### config.mk
export PLATFORM = sky130hd
export DESIGN_NAME = toggle_monitor
export DESIGN_NICKNAME = d
export VERILOG_FILES = /design/src/rtl/toggle_mon_pkg.sv /design/src/rtl/sync_edge_detect.sv /design/src/rtl/toggle_monitor.sv
export SDC_FILE = /design/constraint.sdc
export NUM_CORES = 1
export LEC_CHECK = 0
export CORE_UTILIZATION = 50
export CTS_CLUSTER_DIAMETER = 40
export CTS_CLUSTER_SIZE = 10
export DETAILED_ROUTE_END_ITERATION = 8
export PLACE_DENSITY = 0.75
export SYNTH_ARGS = -nofsm -noshare
export SYNTH_HDL_FRONTEND = slang
export SYNTH_SLANG_ARGS = --single-unit
### constraint.sdc
create_clock -name clk_12mhz -period 1.95 [get_ports clk_12mhz]
set_input_delay 0.39 -clock clk_12mhz [delete_from_list [all_inputs] [get_ports clk_12mhz]]
set_output_delay 0.39 -clock clk_12mhz [all_outputs]
set_load 0.01 [all_outputs]
### src/rtl/toggle_mon_pkg.sv
// Shared state encoding for toggle_monitor and anything that decodes its state output.
package toggle_mon_pkg;

    localparam int unsigned STATE_W = 2;

    typedef enum logic [STATE_W-1:0] {
        IDLE   = 2'd0,
        ARMED  = 2'd1,
        LOCKED = 2'd2,
        FAULT  = 2'd3
    } state_t;

endpackage

### src/rtl/sync_edge_detect.sv
// Two-flop synchronizer plus history flop; emits a registered one-cycle pulse on
// either edge of an asynchronous input, three clocks after the input changes.
module sync_edge_detect (
    input  logic clk,
    input  logic rst_n,
    input  logic async_in,
    output logic edge_pulse
);

    logic sync_1;
    logic sync_2;
    logic hist;

    always_ff @(posedge clk or negedge rst_n) begin
        if (!rst_n) begin
            sync_1     <= 1'b0;
            sync_2     <= 1'b0;
            hist       <= 1'b0;
            edge_pulse <= 1'b0;
        end else begin
            sync_1     <= async_in;
            sync_2     <= sync_1;
            hist       <= sync_2;
            edge_pulse <= sync_2 ^ hist;
        end
    end

endmodule

### src/rtl/toggle_monitor.sv
// Measures the interval between transitions of an asynchronous toggle, classifies it
// against a window and flags loss of toggling. TOGGLE_MON_STATS_EN adds min/max/error stats.
module toggle_monitor
    import toggle_mon_pkg::*;
#(
    parameter int unsigned CNT_BITS    = 24,
    parameter int unsigned MIN_PERIOD  = 11000000,
    parameter int unsigned MAX_PERIOD  = 13000000,
    parameter int unsigned TIMEOUT     = 16000000,
    parameter int unsigned GOOD_NEEDED = 2
) (
    input  logic                clk_12mhz,
    input  logic                rst_n,
    input  logic                toggle_in,
    output logic [CNT_BITS-1:0] period,
    output logic                period_valid,
    output logic                in_range,
    output logic                timeout,
    output logic [STATE_W-1:0]  state,
`ifdef TOGGLE_MON_STATS_EN
    output logic [CNT_BITS-1:0] min_period,
    output logic [CNT_BITS-1:0] max_period,
    output logic [15:0]         err_count,
`endif
    output logic                led_ok,
    output logic                led_fault
);

    localparam int unsigned GW = $clog2(GOOD_NEEDED + 1);
    localparam logic [CNT_BITS-1:0] TO   = CNT_BITS'(TIMEOUT);
    localparam logic [CNT_BITS-1:0] MINP = CNT_BITS'(MIN_PERIOD);
    localparam logic [CNT_BITS-1:0] MAXP = CNT_BITS'(MAX_PERIOD);
    localparam logic [GW-1:0]       GN   = GW'(GOOD_NEEDED);

    state_t              st;
    state_t              st_nxt;
    logic                tgl_edge;
    logic [CNT_BITS-1:0] count;
    logic [GW-1:0]       good_cnt;
    logic [GW-1:0]       good_inc;
    logic                in_win;
    logic                at_limit;

    sync_edge_detect u_sync (
        .clk        (clk_12mhz),
        .rst_n      (rst_n),
        .async_in   (toggle_in),
        .edge_pulse (tgl_edge)
    );

    assign in_win   = (count >= MINP) && (count <= MAXP);
    assign at_limit = (count == TO - 1'b1);
    assign good_inc = (good_cnt == GN) ? GN : good_cnt + 1'b1;
    assign state    = st;

    // An edge always beats a coinciding timeout; the first edge after a timeout only re-arms.
    always_comb begin
        st_nxt = st;
        if (tgl_edge) begin
            if (st == IDLE) begin
                st_nxt = ARMED;
            end else if (!timeout) begin
                if (!in_win)
                    st_nxt = FAULT;
                else if (good_inc == GN)
                    st_nxt = LOCKED;
            end
        end else if (at_limit) begin
            st_nxt = FAULT;
        end
    end

    always_ff @(posedge clk_12mhz or negedge rst_n) begin
        if (!rst_n) begin
            st           <= IDLE;
            count        <= '0;
            period       <= '0;
            period_valid <= 1'b0;
            in_range     <= 1'b0;
            timeout      <= 1'b0;
            good_cnt     <= '0;
            led_ok       <= 1'b0;
            led_fault    <= 1'b0;
`ifdef TOGGLE_MON_STATS_EN
            min_period   <= '0;
            max_period   <= '0;
            err_count    <= '0;
`endif
        end else begin
            st           <= st_nxt;
            led_ok       <= (st_nxt == LOCKED);
            led_fault    <= (st_nxt == FAULT);
            period_valid <= 1'b0;
            if (tgl_edge) begin
                count <= CNT_BITS'(1);
                if (timeout) begin
                    timeout <= 1'b0;
                end else if (st != IDLE) begin
                    period       <= count;
                    period_valid <= 1'b1;
                    in_range     <= in_win;
                    good_cnt     <= in_win ? good_inc : '0;
`ifdef TOGGLE_MON_STATS_EN
                    // A measured interval is never zero, so zero marks an unloaded minimum.
                    if (min_period == '0 || count < min_period)
                        min_period <= count;
                    if (count > max_period)
                        max_period <= count;
                    if (!in_win && err_count != '1)
                        err_count <= err_count + 1'b1;
`endif
                end
            end else begin
                if (count != TO)
                    count <= count + 1'b1;
                if (at_limit) begin
                    timeout  <= 1'b1;
                    good_cnt <= '0;
                    in_range <= 1'b0;
`ifdef TOGGLE_MON_STATS_EN
                    if (err_count != '1)
                        err_count <= err_count + 1'b1;
`endif
                end
            end
        end
    end

endmodule

==> results.cfg <==
[run_status]
status = complete, but fails checks
violations = negative setup slack

[routing]
wl_microns = 6410
dr_wl_met2_microns = 3000
vias = 2360
drtIter0Drc = 122
route.antenna.remaining_nets = 0
via_per_inst = 5.32
m1WireLength_microns = 2970
avgRoutedWirePerCell_microns = 14.4
dr.pass1.iters = 4
met3_length_microns = 335
remaining_drc_errors = 0
routed.top_layer = met4

[die]
die_h_microns = 78.7
num_io_pins = 34
start_util_pct = 52.7
die_w_microns = 78.7
die-area_sq_um = 6190
coreArea_sq_um = 5570
row_count = 27

[synthesis]
synth-seq-area-share_pct = 51.9
synthTopCellsByCount = 76 x nand2_1, 61 x dfrtp_1, 34 x nor2_1, 15 x nand3_1, 14 x clkbuf_1
synth-compound-area-share_pct = 6.47
synth_xor_area_share_pct = 6.26
netlist_area_sq_um = 2940
synth_top_area_share_pct = 51.9
synth_fa_ha_area_share_pct = 1.28
synth_edf_count = 0
yosys.area_share.simple_pct = 29.4
syn_avg_cell_area_sq_um = 9.33
synthCells = 315
synth-seq-cells = 61
synth_most_common_cell = nand2_1
synth.largest_area_cell = dfrtp_1
synth.distinct_cells = 46
yosysWarnings = 0
synth_fp_nets = 321
async_flop_share_pct = 100
ys.flop_type = dfrtp_1
synthTopCellsByArea = dfrtp_1 52%, nand2_1 9.7%, nor2_1 4.3%
synthMuxAreaShare_pct = 0.340
synth_top_family_by_area = simple AND/OR/NAND/NOR gates

[timing]
fmax_ghz = 0.486
slew_headroom_pct = 64.9
timing.final.ws_setup_ns = -0.107
rsz0062_at_grt = true
worstMarginPinSlew_ns = 0.522
fin_skew_ns = 0.00449
period_needed_ns = 2.06
period_share_pct = 105
maxSlewViolCount = 0
setup-tns-final_ns = -0.360
setup_viol = 7
final_hold_viol_count = 0
holdWs_ns = 0.0616

[placement]
port_buffers = 33
hpwlAfterDp_microns = 4220
dpl_worst_slack_ns = -0.0793
place.gp.congestion = 0.939
placed_cell_area_sq_um = 3470

[cells_and_area]
drive_above_1_share_pct = 18.8
area_growth_pct = 28.1
insertedDiodeCount = 0
fin_nets = 375
final_cell_area_sq_um = 3770

[worst_setup_path]
r2r_slack_ns = -0.11
worstPathMaxFanout = 3
start_kind = flip-flop
regToRegStartpoint = count[0]
cp.arrival_ns = 2.26
startpoint = count[0]
crit_type = reg -> reg
end_kind = flip-flop
cp.required_ns = 2.15

[clock_network]
clock_sinks = 61
clk_latency_ns = 0.33
cts_tree = yes
hold_buffers = 0
clk_pin_slew_ns = 0.06
numCtsBuffers = 9
cts-root-buf = clkbuf_8
clk_path_buf_depth = 2
htree_levels = 3

[global_route]
antenna_found_initial = 0
grt_pass1_vias = 2292
grt_remaining_overflow = 0
grt_max_degree = 62
grt_usage_pct = 23.2
grt_pass1_wl_microns = 10800

[power]
peakVddDrop_uv = 721
p_total_mw = 2.70
power.density_nw_per_um2 = 716
leakagePower_nw = 1.68

[run]
max_cap_viol_count = 0

[worst_hold_path]
hold_path.class = in -> async
## path summary, 6_finish.rpt
path                                 end  cells after the start
max                             count[1]                      8
min                          u_sync.hist                      2
max reg2reg                     count[1]                      8
min reg2reg                u_sync.sync_2                      0
max in group asynchronous     period[12]                      2
min in group clk_12mhz     u_sync.sync_2                      0
## critical path, stage by stage (launching register included)
cell     delay, ns
dfrtp_1       0.39
inv_2         0.09
ha_4          0.13
or4b_4        0.47
nor4_4        0.19
nand3_2       0.13
nor3_4        0.26
mux2i_1       0.22
nor2_1        0.06
## placed cells by master, fill, tap and decap left out, drive strengths merged, types with 2 or more instances in the layout
cell,netlist,routed
nor4,4,4
clkbuf,14,12
clkdlybuf4s50,0,32
xnor2,11,11
nor2,34,34
nand2b,4,4
nor4b,3,3
buf,7,32
o21ai,14,14
nand4,3,3
xor2,10,10
nor3,7,7
o32ai,2,2
dfrtp,61,61
and3,6,6
a21oi,8,8
nand2,76,76
or3,2,2
inv,9,9
nand3,19,19
nor2b,2,2
ha,3,3
## area by class of cell
type | count | area [sq um]
Tap cell | 72 | 90.1
Sequential cell | 61 | 1530
Multi-Input combinational cell | 224 | 1360
Clock buffer | 12 | 145
Clock inverter | 2 | 35.0
Timing Repair Buffer | 64 | 574
Fill cell | 456 | 1810
Inverter | 9 | 33.8
## through the flow
step / std cells / utilization (%)
floorplan: 315 / -
global placement: 424 / 62.2
detailed placement: 424 / 62.2
CTS: 441 / 66.3
global route: 444 / 67.6
finish: 444 / 67.6
## where the power goes
| group | switching, mW | total, mW | internal [mW] |
|---|---|---|---|
| clock network | 0.452 | 1.06 | 0.610 |
| registers | 0.0208 | 1.32 | 1.30 |
| logic | 0.182 | 0.312 | 0.131 |
## sequential cells by signal, summed over array words and instances, names as in the netlist
name / flops
count: 24
period: 24
good_cnt: 2
state: 2
in_range: 1
led_fault: 1
led_ok: 1
period_valid: 1
timeout: 1
u_sync.edge_pulse: 1
u_sync.hist: 1
u_sync.sync_1: 1
u_sync.sync_2: 1
## per-layer routing
metal  track usage, %  vias to the layer above
li1                 -                     1149
met1             30.0                     1132
met2             37.0                       66
met3             6.74                       13
met4             8.33                        0
met5                0                        -
## what timing repair did
action,in CTS,in global routing
setup endpoints to repair,7,11
pin swaps,6,10
resized for setup,6,10
setup buffers,3,4
## kinds of logic after synthesis
logic type               count (synthesis)
flip-flops                              61
AND/OR/NAND/NOR                        168
adder cells (fa/ha/maj)                  3
AO/OA/AOI/OAI                           31
multiplexers                             1
XOR/XNOR                                21
buffers and inverters                   30
No activity file was read; power rests on OpenSTA's default activity.
